`src/rtl/axi_pkg.sv`:
```
// Shared AXI write-address constants and the arbiter FSM state type.
package axi_pkg;

  localparam int AXI_ID_BITS   = 4;
  localparam int AXI_ADDR_BITS = 32;
  localparam int AXI_LEN_BITS  = 4;
  localparam int AXI_SIZE_BITS = 3;

  localparam logic [1:0] AXI_BURST_FIXED = 2'b00;
  localparam logic [1:0] AXI_BURST_INCR  = 2'b01;
  localparam logic [1:0] AXI_BURST_WRAP  = 2'b10;

  // IDLE: arbitrating, slave port quiet. BUSY: grant held until AW handshake.
  typedef enum logic {
    IDLE = 1'b0,
    BUSY = 1'b1
  } aw_state_e;

endpackage

```
`src/rtl/aw_route_fifo.sv`:
```
// Routing FIFO recording granted master indices in AW order so the W mux
// can steer write data. Head/valid/full/count come straight from flops.
module aw_route_fifo #(
  parameter int W     = 1,
  parameter int DEPTH = 4,
  localparam int PTR_W = $clog2(DEPTH),
  localparam int CNT_W = PTR_W + 1
) (
  input  logic             clk,
  input  logic             rst,
  input  logic             push,
  input  logic [W-1:0]     din,
  input  logic             pop,
  output logic [W-1:0]     head,
  output logic             valid,
  output logic             full,
  output logic [CNT_W-1:0] count
);

  localparam logic [CNT_W-1:0] FULL_CNT = CNT_W'(DEPTH);

  logic [W-1:0]     mem_q [DEPTH];
  logic [W-1:0]     mem_d [DEPTH];
  logic [PTR_W-1:0] rd_ptr_q, rd_ptr_d;
  logic [PTR_W-1:0] wr_ptr_q, wr_ptr_d;
  logic [CNT_W-1:0] count_q, count_d;
  logic             pop_en;
  logic             push_en;

  // Next-state for storage, pointers and occupancy; empty pops are ignored.
  always_comb begin
    pop_en   = pop && (count_q != '0);
    push_en  = push && ((count_q != FULL_CNT) || pop_en);
    mem_d    = mem_q;
    rd_ptr_d = rd_ptr_q;
    wr_ptr_d = wr_ptr_q;
    count_d  = count_q;
    if (push_en) begin
      mem_d[wr_ptr_q] = din;
      wr_ptr_d        = wr_ptr_q + PTR_W'(1);
    end
    if (pop_en) begin
      rd_ptr_d = rd_ptr_q + PTR_W'(1);
    end
    case ({push_en, pop_en})
      2'b10:   count_d = count_q + CNT_W'(1);
      2'b01:   count_d = count_q - CNT_W'(1);
      default: count_d = count_q;
    endcase
  end

  // State registers, cleared synchronously.
  always_ff @(posedge clk) begin
    if (rst) begin
      for (int i = 0; i < DEPTH; i++) begin
        mem_q[i] <= '0;
      end
      rd_ptr_q <= '0;
      wr_ptr_q <= '0;
      count_q  <= '0;
    end else begin
      mem_q    <= mem_d;
      rd_ptr_q <= rd_ptr_d;
      wr_ptr_q <= wr_ptr_d;
      count_q  <= count_d;
    end
  end

  // Outputs are pure register reads: no path from pop.
  always_comb begin
    head  = mem_q[rd_ptr_q];
    valid = (count_q != '0);
    full  = (count_q == FULL_CNT);
    count = count_q;
  end

endmodule

```
`src/rtl/aw_arbiter_mux.sv`:
```
// Round-robin AW arbiter/mux: NUM_M masters onto one slave AW port.
// Handshake contract: a transfer occurs on a rising edge where the granted
// master's AWVALID and the slave's AWREADY are both high; the grant is held
// from arbitration until that edge and never withdrawn. AWID_S carries the
// granted master index in its top 4 bits so responses can be routed back,
// and each accepted AW pushes that index into the W routing FIFO.
module aw_arbiter_mux
  import axi_pkg::*;
#(
  parameter int NUM_M    = 2,
  parameter int ID_W     = AXI_ID_BITS,
  parameter int ADDR_W   = AXI_ADDR_BITS,
  parameter int LEN_W    = AXI_LEN_BITS,
  parameter int SIZE_W   = AXI_SIZE_BITS,
  parameter int WQ_DEPTH = 4,
  localparam int IDX_W   = (NUM_M > 1) ? $clog2(NUM_M) : 1
) (
  input  logic                     ACLK,
  input  logic                     ARESET,
  input  logic [NUM_M*ID_W-1:0]    AWID_M,
  input  logic [NUM_M*ADDR_W-1:0]  AWADDR_M,
  input  logic [NUM_M*LEN_W-1:0]   AWLEN_M,
  input  logic [NUM_M*SIZE_W-1:0]  AWSIZE_M,
  input  logic [NUM_M*2-1:0]       AWBURST_M,
  input  logic [NUM_M-1:0]         AWVALID_M,
  output logic [NUM_M-1:0]         AWREADY_M,
  output logic [ID_W+4-1:0]        AWID_S,
  output logic [ADDR_W-1:0]        AWADDR_S,
  output logic [LEN_W-1:0]         AWLEN_S,
  output logic [SIZE_W-1:0]        AWSIZE_S,
  output logic [1:0]               AWBURST_S,
  output logic                     AWVALID_S,
  input  logic                     AWREADY_S,
  output logic [IDX_W-1:0]         w_route_idx,
  output logic                     w_route_valid,
  input  logic                     w_route_pop
);

  localparam int CNT_W = $clog2(WQ_DEPTH) + 1;

  aw_state_e        state_q, state_d;
  logic [IDX_W-1:0] grant_q, grant_d;
  logic [IDX_W-1:0] rr_ptr_q, rr_ptr_d;

  logic [IDX_W-1:0] winner;
  logic             winner_found;
  logic             arb_ok;
  logic             hs;

  logic             fifo_push;
  logic             fifo_full;
  logic [CNT_W-1:0] fifo_count;

  // Per-master field views of the flattened input buses.
  logic [ID_W-1:0]   id_arr    [NUM_M];
  logic [ADDR_W-1:0] addr_arr  [NUM_M];
  logic [LEN_W-1:0]  len_arr   [NUM_M];
  logic [SIZE_W-1:0] size_arr  [NUM_M];
  logic [1:0]        burst_arr [NUM_M];

  for (genvar g = 0; g < NUM_M; g++) begin : g_unpack
    assign id_arr[g]    = AWID_M[g*ID_W +: ID_W];
    assign addr_arr[g]  = AWADDR_M[g*ADDR_W +: ADDR_W];
    assign len_arr[g]   = AWLEN_M[g*LEN_W +: LEN_W];
    assign size_arr[g]  = AWSIZE_M[g*SIZE_W +: SIZE_W];
    assign burst_arr[g] = AWBURST_M[g*2 +: 2];
  end

  // Round-robin pick: first requester at or after rr_ptr, wrapping at NUM_M.
  always_comb begin
    int idx;
    winner       = rr_ptr_q;
    winner_found = 1'b0;
    idx          = 0;
    for (int k = 0; k < NUM_M; k++) begin
      idx = int'(rr_ptr_q) + k;
      if (idx >= NUM_M) begin
        idx = idx - NUM_M;
      end
      if (!winner_found && AWVALID_M[idx]) begin
        winner_found = 1'b1;
        winner       = IDX_W'(idx);
      end
    end
  end

  // Grant only while the routing FIFO can take the eventual push.
  always_comb begin
    arb_ok    = (fifo_count < CNT_W'(WQ_DEPTH));
    hs        = (state_q == BUSY) && AWVALID_M[grant_q] && AWREADY_S;
    fifo_push = hs && !fifo_full;
  end

  // FSM state and grant/pointer registers.
  always_ff @(posedge ACLK) begin
    if (ARESET) begin
      state_q  <= IDLE;
      grant_q  <= '0;
      rr_ptr_q <= '0;
    end else begin
      state_q  <= state_d;
      grant_q  <= grant_d;
      rr_ptr_q <= rr_ptr_d;
    end
  end

  // Next-state: IDLE arbitrates, BUSY waits for the handshake.
  always_comb begin
    state_d  = state_q;
    grant_d  = grant_q;
    rr_ptr_d = rr_ptr_q;
    case (state_q)
      IDLE: begin
        if (arb_ok && winner_found) begin
          state_d = BUSY;
          grant_d = winner;
        end
      end
      BUSY: begin
        if (hs) begin
          state_d  = IDLE;
          rr_ptr_d = (grant_q == IDX_W'(NUM_M - 1)) ? '0 : grant_q + IDX_W'(1);
        end
      end
      default: state_d = IDLE;
    endcase
  end

  // Outputs: combinational mux of the granted master in BUSY, all zero in IDLE.
  always_comb begin
    AWID_S     = '0;
    AWADDR_S   = '0;
    AWLEN_S    = '0;
    AWSIZE_S   = '0;
    AWBURST_S  = '0;
    AWVALID_S  = 1'b0;
    AWREADY_M  = '0;
    if (state_q == BUSY) begin
      AWID_S             = {4'(grant_q), id_arr[grant_q]};
      AWADDR_S           = addr_arr[grant_q];
      AWLEN_S            = len_arr[grant_q];
      AWSIZE_S           = size_arr[grant_q];
      AWBURST_S          = burst_arr[grant_q];
      AWVALID_S          = AWVALID_M[grant_q];
      AWREADY_M[grant_q] = AWREADY_S;
    end
  end

  aw_route_fifo #(
    .W     (IDX_W),
    .DEPTH (WQ_DEPTH)
  ) u_route_fifo (
    .clk   (ACLK),
    .rst   (ARESET),
    .push  (fifo_push),
    .din   (grant_q),
    .pop   (w_route_pop),
    .head  (w_route_idx),
    .valid (w_route_valid),
    .full  (fifo_full),
    .count (fifo_count)
  );

endmodule

```
`config.mk`:
```
export PLATFORM = sky130hd
export DESIGN_NAME = aw_arbiter_mux
export DESIGN_NICKNAME = d
export VERILOG_FILES = /design/src/rtl/axi_pkg.sv /design/src/rtl/aw_route_fifo.sv /design/src/rtl/aw_arbiter_mux.sv
export SDC_FILE = /design/constraint.sdc
export NUM_CORES = 1
export LEC_CHECK = 0
export ABC_AREA = 1
export CAP_MARGIN = 20
export CORE_MARGIN = 2
export CORE_UTILIZATION = 32
export DETAILED_ROUTE_END_ITERATION = 10
export PLACE_DENSITY = 0.87
export RECOVER_POWER = 50
export SETUP_SLACK_MARGIN = 0.02
export SLEW_MARGIN = 0
export SYNTH_ARGS = -nofsm -noshare
export SYNTH_HDL_FRONTEND = slang
export SYNTH_SLANG_ARGS = --single-unit
```
`constraint.sdc`:
```
create_clock -name ACLK -period 5.7 [get_ports ACLK]
set_clock_uncertainty 0.1 [all_clocks]
set_input_delay 0.855 -clock ACLK [delete_from_list [all_inputs] [get_ports ACLK]]
set_output_delay 0.855 -clock ACLK [all_outputs]
set_load 0.05 [all_outputs]
```
After elaboration in Yosys (flattened, before gate mapping)
Cells that the tools add are included.
{"block": "op_classes", "n_reduce_logical": 16, "muxes": 49, "eq_ne": 4, "addsub": 8, "order_cmp": 11, "bitwise": 5}
{"cell": "$mux W32", "count": 6}
{"cell": "$lt A32 B3 Y1 const B", "count": 2}
{"cell": "$mux W4", "count": 7}
{"cell": "$mux W1", "count": 20}
{"cell": "$mux W3", "count": 4}
{"cell": "$mux W2", "count": 5}
{"cell": "$logic_and A1 B1 Y1", "count": 9}
{"cell": "$ge A3 B3 Y1 const B", "count": 2}
{"cell": "$not A2 Y3", "count": 2}
{"cell": "$pmux W3 S2", "count": 1}
{"cell": "$mux W5", "count": 1}
{"cell": "$add A2 B1 Y2 const B", "count": 2}
{"cell": "$bwmux W4", "count": 1}
{"cell": "$ge A2 B2 Y1 const B", "count": 2}
{"cell": "$reduce_and A2 Y1", "count": 2}
{"cell": "$add A3 B1 Y3 const B", "count": 1}
{"cell": "$eq A3 B3 Y1 const B", "count": 1}
{"cell": "$lt A3 B1 Y1 const B", "count": 1}
{"cell": "$lt A3 B3 Y1 const B", "count": 1}
{"cell": "$ne A3 B3 Y1 const B", "count": 1}
{"cell": "$reduce_bool A3 Y1", "count": 1}
{"cell": "$sub A1 B2 Y3 const B", "count": 1}
{"cell": "$sub A2 B2 Y3 const B", "count": 1}
{"cell": "$sub A3 B1 Y3 const B", "count": 1}
{"cell": "other kinds (17)", "count": 18}
{"block": "word_totals", "input_bits": 96, "elab_cells": 103, "reg_bits": 14, "out_inout_bits": 54}

Logic depth before layout (Yosys ltp)
Gate-level depths: netlist of run 1.
{"block": "logic_depth", "word_depth": 12, "ltp_mapped": 13, "mapped_depth_nobuf": 12}

Modules after synthesis
Synthesis of run 1 repeated with hierarchy kept, for this count alone.
{"block": "hier_totals", "cells_unflattened": 284, "area_unflattened_um2": 1820.5}
{"mod": "aw_arbiter_mux", "seq_area_each_um2": 60.1, "cells_per_inst": 187, "instances": 1, "area_per_inst_um2": 1131.1}
{"mod": "aw_route_fifo", "seq_area_each_um2": 220.2, "cells_per_inst": 97, "instances": 1, "area_per_inst_um2": 689.4}

Worst setup path before layout of run 1
Ideal clock, no wire load.
{"block": "synth_path", "kind": "in2out", "from": "input AWVALID_M[1]", "to": "output AWVALID_S", "path_slack_ns": 3.029, "path_buffers": 0, "arrival_time_ns": 1.716, "required_time_ns": 4.745, "cell_stages": 2, "path_cell_list": "nand2_2 -> a21oi_1"}
{"block": "synth_between", "elab_chain_cells": 3}
{"item": "start, declared", "line_no": "aw_arbiter_mux.sv:25", "rtl": "input logic [NUM_M-1:0] AWVALID_M,"}
{"item": "$mux W1 (not written as such) (2 in series)", "line_no": "aw_arbiter_mux.sv:144", "rtl": "AWVALID_S = AWVALID_M[grant_q];"}
{"item": "$mux W1", "line_no": "aw_arbiter_mux.sv:138", "rtl": "if (state_q == BUSY) begin"}
{"item": "end, declared", "line_no": "aw_arbiter_mux.sv:32", "rtl": "output logic AWVALID_S,"}
No other way between the ends. The select of a mux whose other input is x is not followed.

Final worst setup path of run 1
{"block": "layout_path", "from": "register grant_q", "to": "output AWADDR_S[4]"}
{"block": "layout_between", "elab_chain_cells": 5}
{"item": "start, declared", "line_no": "aw_arbiter_mux.sv:42", "rtl": "logic [IDX_W-1:0] grant_q, grant_d;"}
{"item": "start signal, assigned", "line_no": "aw_arbiter_mux.sv:102", "rtl": "grant_q <= grant_d;"}
{"item": "$not A1 Y2 (not written as such)", "line_no": "aw_arbiter_mux.sv:140", "rtl": "AWADDR_S = addr_arr[grant_q];"}
{"item": "$mux W32 (not written as such) (3 in series)", "line_no": "aw_arbiter_mux.sv:140"}
{"item": "$mux W32", "line_no": "aw_arbiter_mux.sv:138"}
{"item": "end, declared", "line_no": "aw_arbiter_mux.sv:28", "rtl": "output logic [ADDR_W-1:0] AWADDR_S,"}
No other way between the ends. The select of a mux whose other input is x is not followed.

==> results of run 1 <==
==> stage by stage <==
stage          area [um^2]  total power [mW]  setup slack, ns  hold slack [ns]  util [%]
3_5_place_dp          2927            0.8021            2.262           0.3501     65.85
3_3_place_gp          2927            0.7885            2.273           0.3441     65.85
4_1_cts               2982            0.9011            1.988           0.3585     67.09
6_report              2944            0.8696            1.301           0.3578     66.24
2_1_floorplan         1514            0.5827            3.029           0.3278         -
5_1_grt               2944            0.9251            1.071           0.3694     66.24
==> cell usage after synthesis, drive strengths merged <==
cell type | instances | area share [%]
a21boi | 1 | 1.2
a21oi | 7 | 2.3
a31oi | 1 | 0.42
buf | 16 | 7.4
clkbuf | 4 | 1.2
conb | 1 | 0.25
dfxtp | 14 | 19
fa | 1 | 1.3
ha | 5 | 4.2
inv | 22 | 5.6
nand2 | 26 | 7.6
nand3 | 2 | 1.5
nand4 | 4 | 1.7
nor2 | 111 | 28
o21ai | 53 | 18
o21bai | 1 | 0.50
o22ai | 1 | 0.42
==> logic make-up (layout without fill, tap and decap cells) <==
kind of cell | after synthesis | after routing | synth area share, %
flip-flops | 14 | 14 | 18.60
buffers and inverters | 42 | 174 | 14.20
adder cells (fa/ha/maj) | 6 | 6 | 5.482
AO/OA/AOI/OAI | 64 | 64 | 22.51
AND/OR/NAND/NOR | 143 | 143 | 38.95
other | 1 | 3 | 0.2489
==> cells in the final DEF (no fill, tap or decap) <==
master             n
a21boi_0           1
a21oi_1            7
a31oi_1            1
buf_4              1
clkbuf_1           1
clkbuf_8           4
clkdlybuf4s50_1  126
conb_1             3
dfxtp_1           14
dlygate4sd3_1     20
fa_1               1
ha_1               5
inv_1             19
inv_2              2
inv_4              1
nand2_1           23
nand2_2            3
nand3_1            2
nand4_1            4
nor2_1           110
nor2_4             1
o21ai_0           48
o21ai_1            5
o21bai_1           1
o22ai_1            1
==> registers in the layout, indices dropped and copies added, names as in the netlist <==
| register | cells |
|---|---|
| state_q | 1 |
| grant_q | 1 |
| u_route_fifo.mem_q | 4 |
| u_route_fifo.count | 3 |
| u_route_fifo.wr_ptr_q | 2 |
| u_route_fifo.rd_ptr_q | 2 |
| rr_ptr_q | 1 |
==> layer usage <==
metal  wire length, um  track usage, %
met5                 0               0
met4               144           6.790
met3               485           3.867
met2              3060           39.90
met1              2291           24.92
==> where the power goes <==
part | leakage [nW] | internal (mW) | switching (mW)
clock | 0.0288 | 0.0612 | 0.0355
sequential | 0.114 | 0.117 | 0.0281
combinational | 1.17 | 0.215 | 0.413
total | 1.31 | 0.393 | 0.476
==> critical path: stages (launching register included) <==
cell and delay (ns):
dfxtp_1 0.89, clkbuf_1 0.85, inv_4 0.41, nor2_1 0.20, nor2_1 0.07, dlygate4sd3_1 0.76
==> final cells by class <==
class	instances	area (um^2)
fillers	404	1500
repair buffers	148	1473
multi-input cells	216	985.9
flip-flops and latches	14	280.3
inverters	22	85.08
well taps	52	65.06
clock buffers	4	55.05
==> worst min path at each step <==
stage | startpoint | end | slack [ns]
floorplan | rr_ptr_q | rr_ptr_q | 0.33
global placement | rr_ptr_q | rr_ptr_q | 0.34
detailed placement | rr_ptr_q | rr_ptr_q | 0.35
CTS | rr_ptr_q | rr_ptr_q | 0.36
global route | rr_ptr_q | rr_ptr_q | 0.37
finish | rr_ptr_q | rr_ptr_q | 0.36
==> results.ini, run 1 <==
[route]
drtIter0Drc = 113
num_vias = 2175
dr.pass1.iters = 4
antenna_left = 0
viasPerCell = 4.770
drt_wl_total_um = 5982
wire_per_inst_um = 13.12
drc = 0

[place]
hpwl_um = 4705
dpl.cell_count = 452
portBuffers = 146
gp_congestion = 0.7609

[timing]
drv_slew = 0
finalSetupViolCount = 0
hold_viol = 0
tightest_slew_ns = 1.056
post-route-period-util_pct = 77.18
relSlewSlack_pct = 29.61
rsz0062_at_grt = no
tns_ns = 0
min_period_ns = 4.399
max_freq_ghz = 0.2273

[setup_path]
reg2reg_slack_ns = 1.66
arrival_ns = 3.44
path_class = reg -> out
cp.required_ns = 4.74
r2r-end = u_route_fifo.count[2]
start_kind = register
r2r-start = grant_q
crit_path_start = grant_q
crit_end = AWADDR_S[4]
crit_fanout = 47
reg2reg_depth = 12
endpoint_kind = output port

[logic_synthesis]
synth_cell_types = 28
syn_inst = 270
yosysWarnings = 0
synth_area_um2 = 1506
syn_avg_cell_area_um2 = 5.579
ys_ff_latch = 14
synth_seq_area_share_pct = 18.60

[floorplan]
boundaryPins = 150
num_rows = 24
core_um2 = 4444
die_y_um = 72.61
die-area_um2 = 5272
die_w_um = 72.61
initial_core_util_pct = 33.90

[global_routing]
grt.total_usage_pct = 21.57
gr-total-overflow = 0
grt_pass1_wl_um = 9183
grt_max_degree = 48
grt_pass1_vias = 1938
antenna_found_initial = 0

[clocking]
clockRootBuffer = clkbuf_8
cts_buffers = 3
insertion_delay_ns = 0.25
cts.sinks = 14
clk_pin_slew_ns = 0.06
htreeDepth = 1
cts_resized = 0
cts_setup_buffers = 0
tritoncts = yes
cts_hold_buf = 0
cts_buffer_depth = 2

[hold_path]
min_path_cells = 2
hold_path_class = reg -> reg

[final_layout]
final_nets = 507
antenna_cells = 0
drive_gt1_share_pct = 2.970
syn_to_final_growth_pct = 95.43
fin_cells = 456

[power_and_ir_drop]
max-vdd-ir-drop_mv = 0.3073
leakage_nw = 1.315
powerDensity_nw_per_um2 = 295.4

[flow_run]
maxCapViolations = 0

[outcome]
status = completed

(Power assumes the default switching activity.)
==> run 2: changes to the inputs <==
- CORE_UTILIZATION: 32 -> 30
- PLACE_DENSITY: 0.87 -> 0.82
- clock period: 5.7 -> 4.1 ns (I/O delays scaled with it)
==> run 2 against run 1 <==
  * Cell area grew 1.0%
  * Wire length is 0.20% higher
  * Critical path type unchanged
  * Critical path depth unchanged
  * Count of clock-buffer cells in the layout unchanged
==> results.ini, run 2 (same netlist as run 1, synthesis figures left out) <==
[outcome]
status = completed  ; unchanged

[power_and_ir_drop]
powerDensity_nw_per_um2 = 410.3  ; was 295.4 nW/um^2
max-vdd-ir-drop_mv = 0.3749  ; was 0.3073 mV
fin_total_pwr_mw = 1.220  ; was 869.6 uW
leakage_nw = 1.325  ; was 1.315 nW

[floorplan]
die-area_um2 = 5604  ; was 5272 um^2
initial_core_util_pct = 31.48  ; was 33.90%
core_um2 = 4786  ; was 4444 um^2
num_rows = 25  ; was 24
die_w_um = 74.86  ; was 72.61 um
die_y_um = 74.86  ; was 72.61 um
boundaryPins = 150  ; unchanged

[final_layout]
regMostFlops = u_route_fifo.mem_q  ; unchanged
fillers = 469  ; was 404
final_cell_mix = 126 x clkdlybuf4s50_1, 110 x nor2_1, 48 x o21ai_0, 23 x nand2_1, 20 x dlygate4sd3_1  ; unchanged
largest_reg_flops = 4  ; unchanged
syn_to_final_growth_pct = 97.43  ; was 95.43%
final_nets = 508  ; was 507
multi_input_area_um2 = 985.9  ; unchanged
final_common_cell = clkdlybuf4s50_1  ; unchanged
fin_cells = 472  ; was 456
seqCellArea_um2 = 280.3  ; unchanged
drive_gt1_share_pct = 3.457  ; was 2.970%
antenna_cells = 0  ; unchanged

[place]
hpwl_um = 4729  ; was 4705 um
portBuffers = 146  ; unchanged
gp_congestion = 0.8134  ; was 0.7609
dpl.cell_count = 468  ; was 452

[clocking]
cts_setup_buffers = 0  ; unchanged
clockRootBuffer = clkbuf_8  ; unchanged
htreeDepth = 1  ; unchanged
cts_buffer_depth = 2  ; unchanged
cts_buffers = 3  ; unchanged
clk_pin_slew_ns = 0.06  ; about the same
cts_resized = 0  ; unchanged
cts_hold_buf = 0  ; unchanged
cts.sinks = 14  ; unchanged
insertion_delay_ns = 0.26  ; was 0.25 ns
tritoncts = yes  ; unchanged

[global_routing]
antenna_found_initial = 0  ; unchanged
gr-total-overflow = 0  ; unchanged
grt_pass1_vias = 1844  ; was 1938
grt_max_degree = 48  ; unchanged
grt_pass1_wl_um = 8804  ; was 9183 um
grt.total_usage_pct = 19.99  ; was 21.57%

[setup_path]
arrival_ns = 2.37  ; was 3.44 ns
crit_path_start = grant_q  ; unchanged
path_class = reg -> out  ; unchanged
reg2reg_depth = 12  ; unchanged
r2r-end = u_route_fifo.count[2]  ; unchanged
cp.required_ns = 3.38  ; was 4.74 ns
r2r-start = grant_q  ; unchanged
start_kind = register  ; unchanged
endpoint_kind = output port  ; unchanged
crit_fanout = 47  ; unchanged
reg2reg_slack_ns = 1.31  ; was 1.66 ns

[timing]
finalSetupViolCount = 0  ; unchanged
tightest_slew_ns = 0.6728  ; was 1.056 ns
post-route-period-util_pct = 75.34
max_freq_ghz = 0.3237
drv_slew = 0  ; unchanged
tns_ns = 0  ; unchanged
rsz0062_at_grt = no  ; unchanged
relSlewSlack_pct = 54.74  ; was 29.61%
hold_viol = 0  ; unchanged
min_period_ns = 3.089

[route]
drt_wl_total_um = 5994  ; was 5982 um
dr.pass1.iters = 4  ; unchanged
num_vias = 2140  ; was 2175
drc = 0  ; unchanged
wire_per_inst_um = 12.70  ; was 13.12 um
viasPerCell = 4.534  ; was 4.770
drtIter0Drc = 114  ; was 113
antenna_left = 0  ; unchanged

[flow_run]
maxCapViolations = 0  ; unchanged

[hold_path]
min_path_cells = 2  ; unchanged
hold_start = rr_ptr_q  ; unchanged
min_to = rr_ptr_q  ; unchanged
hold_path_class = reg -> reg  ; unchanged

[run 2: through the flow]
stage | util (%) | hold WS [ns] | cell area [um^2] | setup WS [ns]
3_3_place_gp | 61.70 | 0.3514 | 2953 | 1.193
2_1_floorplan | - | 0.3278 | 1514 | 1.909
6_report | 62.14 | 0.3658 | 2974 | 1.011
3_5_place_dp | 61.70 | 0.3579 | 2953 | 1.177
4_1_cts | 62.85 | 0.3684 | 3008 | 0.9907
5_1_grt | 62.14 | 0.3937 | 2974 | 0.8963
[run 2: power breakdown]
part / internal, mW / switching, mW / leakage, nW
clock network: 0.0854 / 0.0561 / 0.0288
registers: 0.162 / 0.0313 / 0.114
logic: 0.303 / 0.582 / 1.18
[run 2: worst max path at each step]
| stage | endpoint | depth (start not counted) |
|---|---|---|
| 6_report | AWVALID_S | 5 |
| 5_1_grt | AWVALID_S | 5 |
| 4_1_cts | AWVALID_S | 5 |
| 3_5_place_dp | AWVALID_S | 4 |
| 3_3_place_gp | AWVALID_S | 4 |
| 2_1_floorplan | AWVALID_S | 2 |
[run 2: layout make-up]
| cell class | instances | share of cell area [%] |
|---|---|---|
| repair buffers | 149 | 49.89 |
| flip-flops and latches | 14 | 9.424 |
| well taps | 67 | 2.819 |
| clock buffers | 4 | 1.851 |
| inverters | 22 | 2.861 |
| multi-input cells | 216 | 33.15 |
[run 2: metal layers]
| metal | routed length (um) | GRT usage [%] |
|---|---|---|
| met2 | 2981 | 36.35 |
| met5 | 0 | 0 |
| met4 | 122 | 6.944 |
| met3 | 411 | 2.945 |
| met1 | 2479 | 23.77 |
[run 2: worst max-delay path, stage by stage, from the launching register on]
cell             delay (ns)
dfxtp_1                0.36
buf_4                  0.25
inv_4                  0.39
nand2_1                0.13
a21oi_1                0.15
clkdlybuf4s50_1        0.82
==> run 3: changes to the inputs <==
- CORE_UTILIZATION: 30 -> 27
- PLACE_DENSITY: 0.82 -> 0.78
- clock period: 4.1 -> 2.75 ns (I/O delays scaled with it)
==> run 3 against run 2 <==
  * Critical path depth did not move
  * Count of clock-buffer cells in the layout fell by 1
  * Flip-flop and latch count did not move
  * Sequential share of layout area rose by 0.46 points
  * Cell area fell by 4.7%
  * Total power rose by 42%
  * First-iteration DRC count fell by 52%
  * Critical path type unchanged
==> results.ini, run 3 (same netlist as run 1, synthesis figures left out) <==
[outcome]
status = completed  ; unchanged

[setup_path]
cp.required_ns = 2.24  ; was 3.38 ns
slowest_delay_ns = 0.68  ; was 0.82 ns
crit_buf_inv = 3  ; unchanged
crit_fanout = 46  ; was 47
path_class = reg -> out  ; unchanged
arrival_ns = 1.85  ; was 2.37 ns
crit_chain = inv_4, clkbuf_2, nor2_1, nor2_1, clkbuf_2  ; was buf_4, inv_4, nand2_1, a21oi_1, clkdlybuf4s50_1
cp_slowest_cell = clkbuf_2  ; was clkdlybuf4s50_1
endpoint_kind = output port  ; unchanged
start_kind = register  ; unchanged
cp_top_family = buffers and inverters  ; unchanged

[power_and_ir_drop]
powerDensity_nw_per_um2 = 613.2  ; was 410.3 nW/um^2
fin_total_pwr_mw = 1.739  ; was 1.220 mW
max-vdd-ir-drop_mv = 0.6237  ; was 0.3749 mV
leakage_nw = 1.350  ; was 1.325 nW

[floorplan]
initial_core_util_pct = 27.70  ; was 31.48%
die_w_um = 78.70  ; was 74.86 um
boundaryPins = 150  ; unchanged
num_rows = 27  ; was 25
die-area_um2 = 6193  ; was 5604 um^2
core_um2 = 5439  ; was 4786 um^2
die_y_um = 78.70  ; was 74.86 um

[clocking]
cts_setup_buffers = 0  ; unchanged
clockRootBuffer = clkbuf_8  ; unchanged
cts_buffers = 3  ; unchanged
htreeDepth = 1  ; unchanged
cts_resized = 0  ; unchanged
clk_pin_slew_ns = 0.05  ; was 0.06 ns
tritoncts = yes  ; unchanged
cts.sinks = 14  ; unchanged
cts_buffer_depth = 2  ; unchanged
cts_hold_buf = 0  ; unchanged
insertion_delay_ns = 0.24  ; was 0.26 ns

[timing]
tightest_slew_ns = 0.8992  ; was 0.6728 ns
hold_viol = 0  ; unchanged
min_period_ns = 2.360
post-route-period-util_pct = 85.81
finalHoldWorstSlack_ns = 0.3687  ; was 0.3658 ns
rsz0062_at_grt = no  ; unchanged
tns_ns = 0  ; unchanged
max_freq_ghz = 0.4238
drv_slew = 0  ; unchanged
fin_ws_ns = 0.3903  ; was 1.011 ns
finalSetupViolCount = 0  ; unchanged
relSlewSlack_pct = 40.05  ; was 54.74%

[final_layout]
antenna_cells = 0  ; unchanged
drive_gt1_share_pct = 15.56  ; was 3.457%
fin_cells = 477  ; was 472
final_common_cell = nor2_1  ; was clkdlybuf4s50_1
final_cell_mix = 110 x nor2_1, 96 x clkdlybuf4s50_1, 48 x o21ai_0, 31 x buf_4, 21 x nand2_1  ; was 126 x clkdlybuf4s50_1, 110 x nor2_1, 48 x o21ai_0, 23 x nand2_1, 20 x dlygate4sd3_1
final_nets = 509  ; was 508
regMostFlops = u_route_fifo.mem_q  ; unchanged
largest_reg_flops = 4  ; unchanged
syn_to_final_growth_pct = 88.21  ; was 97.43%
fillers = 553  ; was 469

[route]
num_vias = 2102  ; was 2140
drt_wl_total_um = 5536  ; was 5994 um
wire_per_inst_um = 11.61  ; was 12.70 um
dr.pass1.iters = 4  ; unchanged
drc = 0  ; unchanged
drtIter0Drc = 55  ; was 114
antenna_left = 0  ; unchanged
viasPerCell = 4.407  ; was 4.534

[global_routing]
gr-usage-met3_pct = 3.523  ; was 2.945%
grt.total_usage_pct = 16.63  ; was 19.99%
grt_max_degree = 49  ; was 48
gr-total-overflow = 0  ; unchanged
antenna_found_initial = 0  ; unchanged
grt_use_met1_pct = 18.24  ; was 23.77%
grt_pass1_wl_um = 8611  ; was 8804 um
grt_pass1_vias = 1949  ; was 1844
busiest_layer = met2  ; unchanged
grt_use_met2_pct = 32.39  ; was 36.35%

[place]
dp_worst_setup_slack_ns = 0.3476  ; was 1.177 ns
hpwl_um = 4348  ; was 4729 um
portBuffers = 146  ; unchanged
dpl.cell_count = 474  ; was 468
gp_congestion = 0.8565  ; was 0.8134

[hold_path]
hold_path_class = reg -> reg  ; unchanged

[flow_run]
maxCapViolations = 0  ; unchanged

[run 3: worst min-delay path, delay by kind of cell (launching register included)]
family / cells / cell delay [ns]
buffers and inverters: 1 / 0.05
DFF: 1 / 0.31
AOI/OAI and AO/OA: 1 / 0.06
[run 3: area by class of cell]
class	count	area, um^2	area share [%]
clock buffer	3	41.29	1.456
inverter	22	85.08	3.001
multi-input combinational	216	996.0	35.13
sequential	14	280.3	9.885
tap	72	90.09	3.177
timing repair buffer	150	1343	47.35
[run 3: path summary, 6_finish.rpt]
check,cells past startpoint,slack [ns],start,to
worst max-delay path,5,0.39,grant_q,AWADDR_S[25]
worst min-delay path,2,0.37,rr_ptr_q,rr_ptr_q
worst max register to register,9,0.58,u_route_fifo.count[0],u_route_fifo.count[2]
worst min register to register,2,0.37,rr_ptr_q,rr_ptr_q
[run 3: metal layers]
metal | wire, um | part of all wire (%) | up-vias
met1 | 2189 | 40 | 902
met4 | 39 | 0.70 | 0
met2 | 2805 | 51 | 82
li1 | - | - | 1114
met5 | 0 | 0 | -
met3 | 502 | 9.1 | 4
[run 3: power by group]
group / switching, mW / internal [mW]
clock network: 0.0653 / 0.0966
registers: 0.0422 / 0.242
logic: 0.874 / 0.418
total: 0.982 / 0.757
[run 3: stage by stage]
step | utilization, % | instance area (um^2)
3_3_place_gp | 52.98 | 2882
2_1_floorplan | - | 1514
5_1_grt | 52.13 | 2835
4_1_cts | 53.74 | 2923
6_report | 52.13 | 2835
3_5_place_dp | 52.98 | 2882
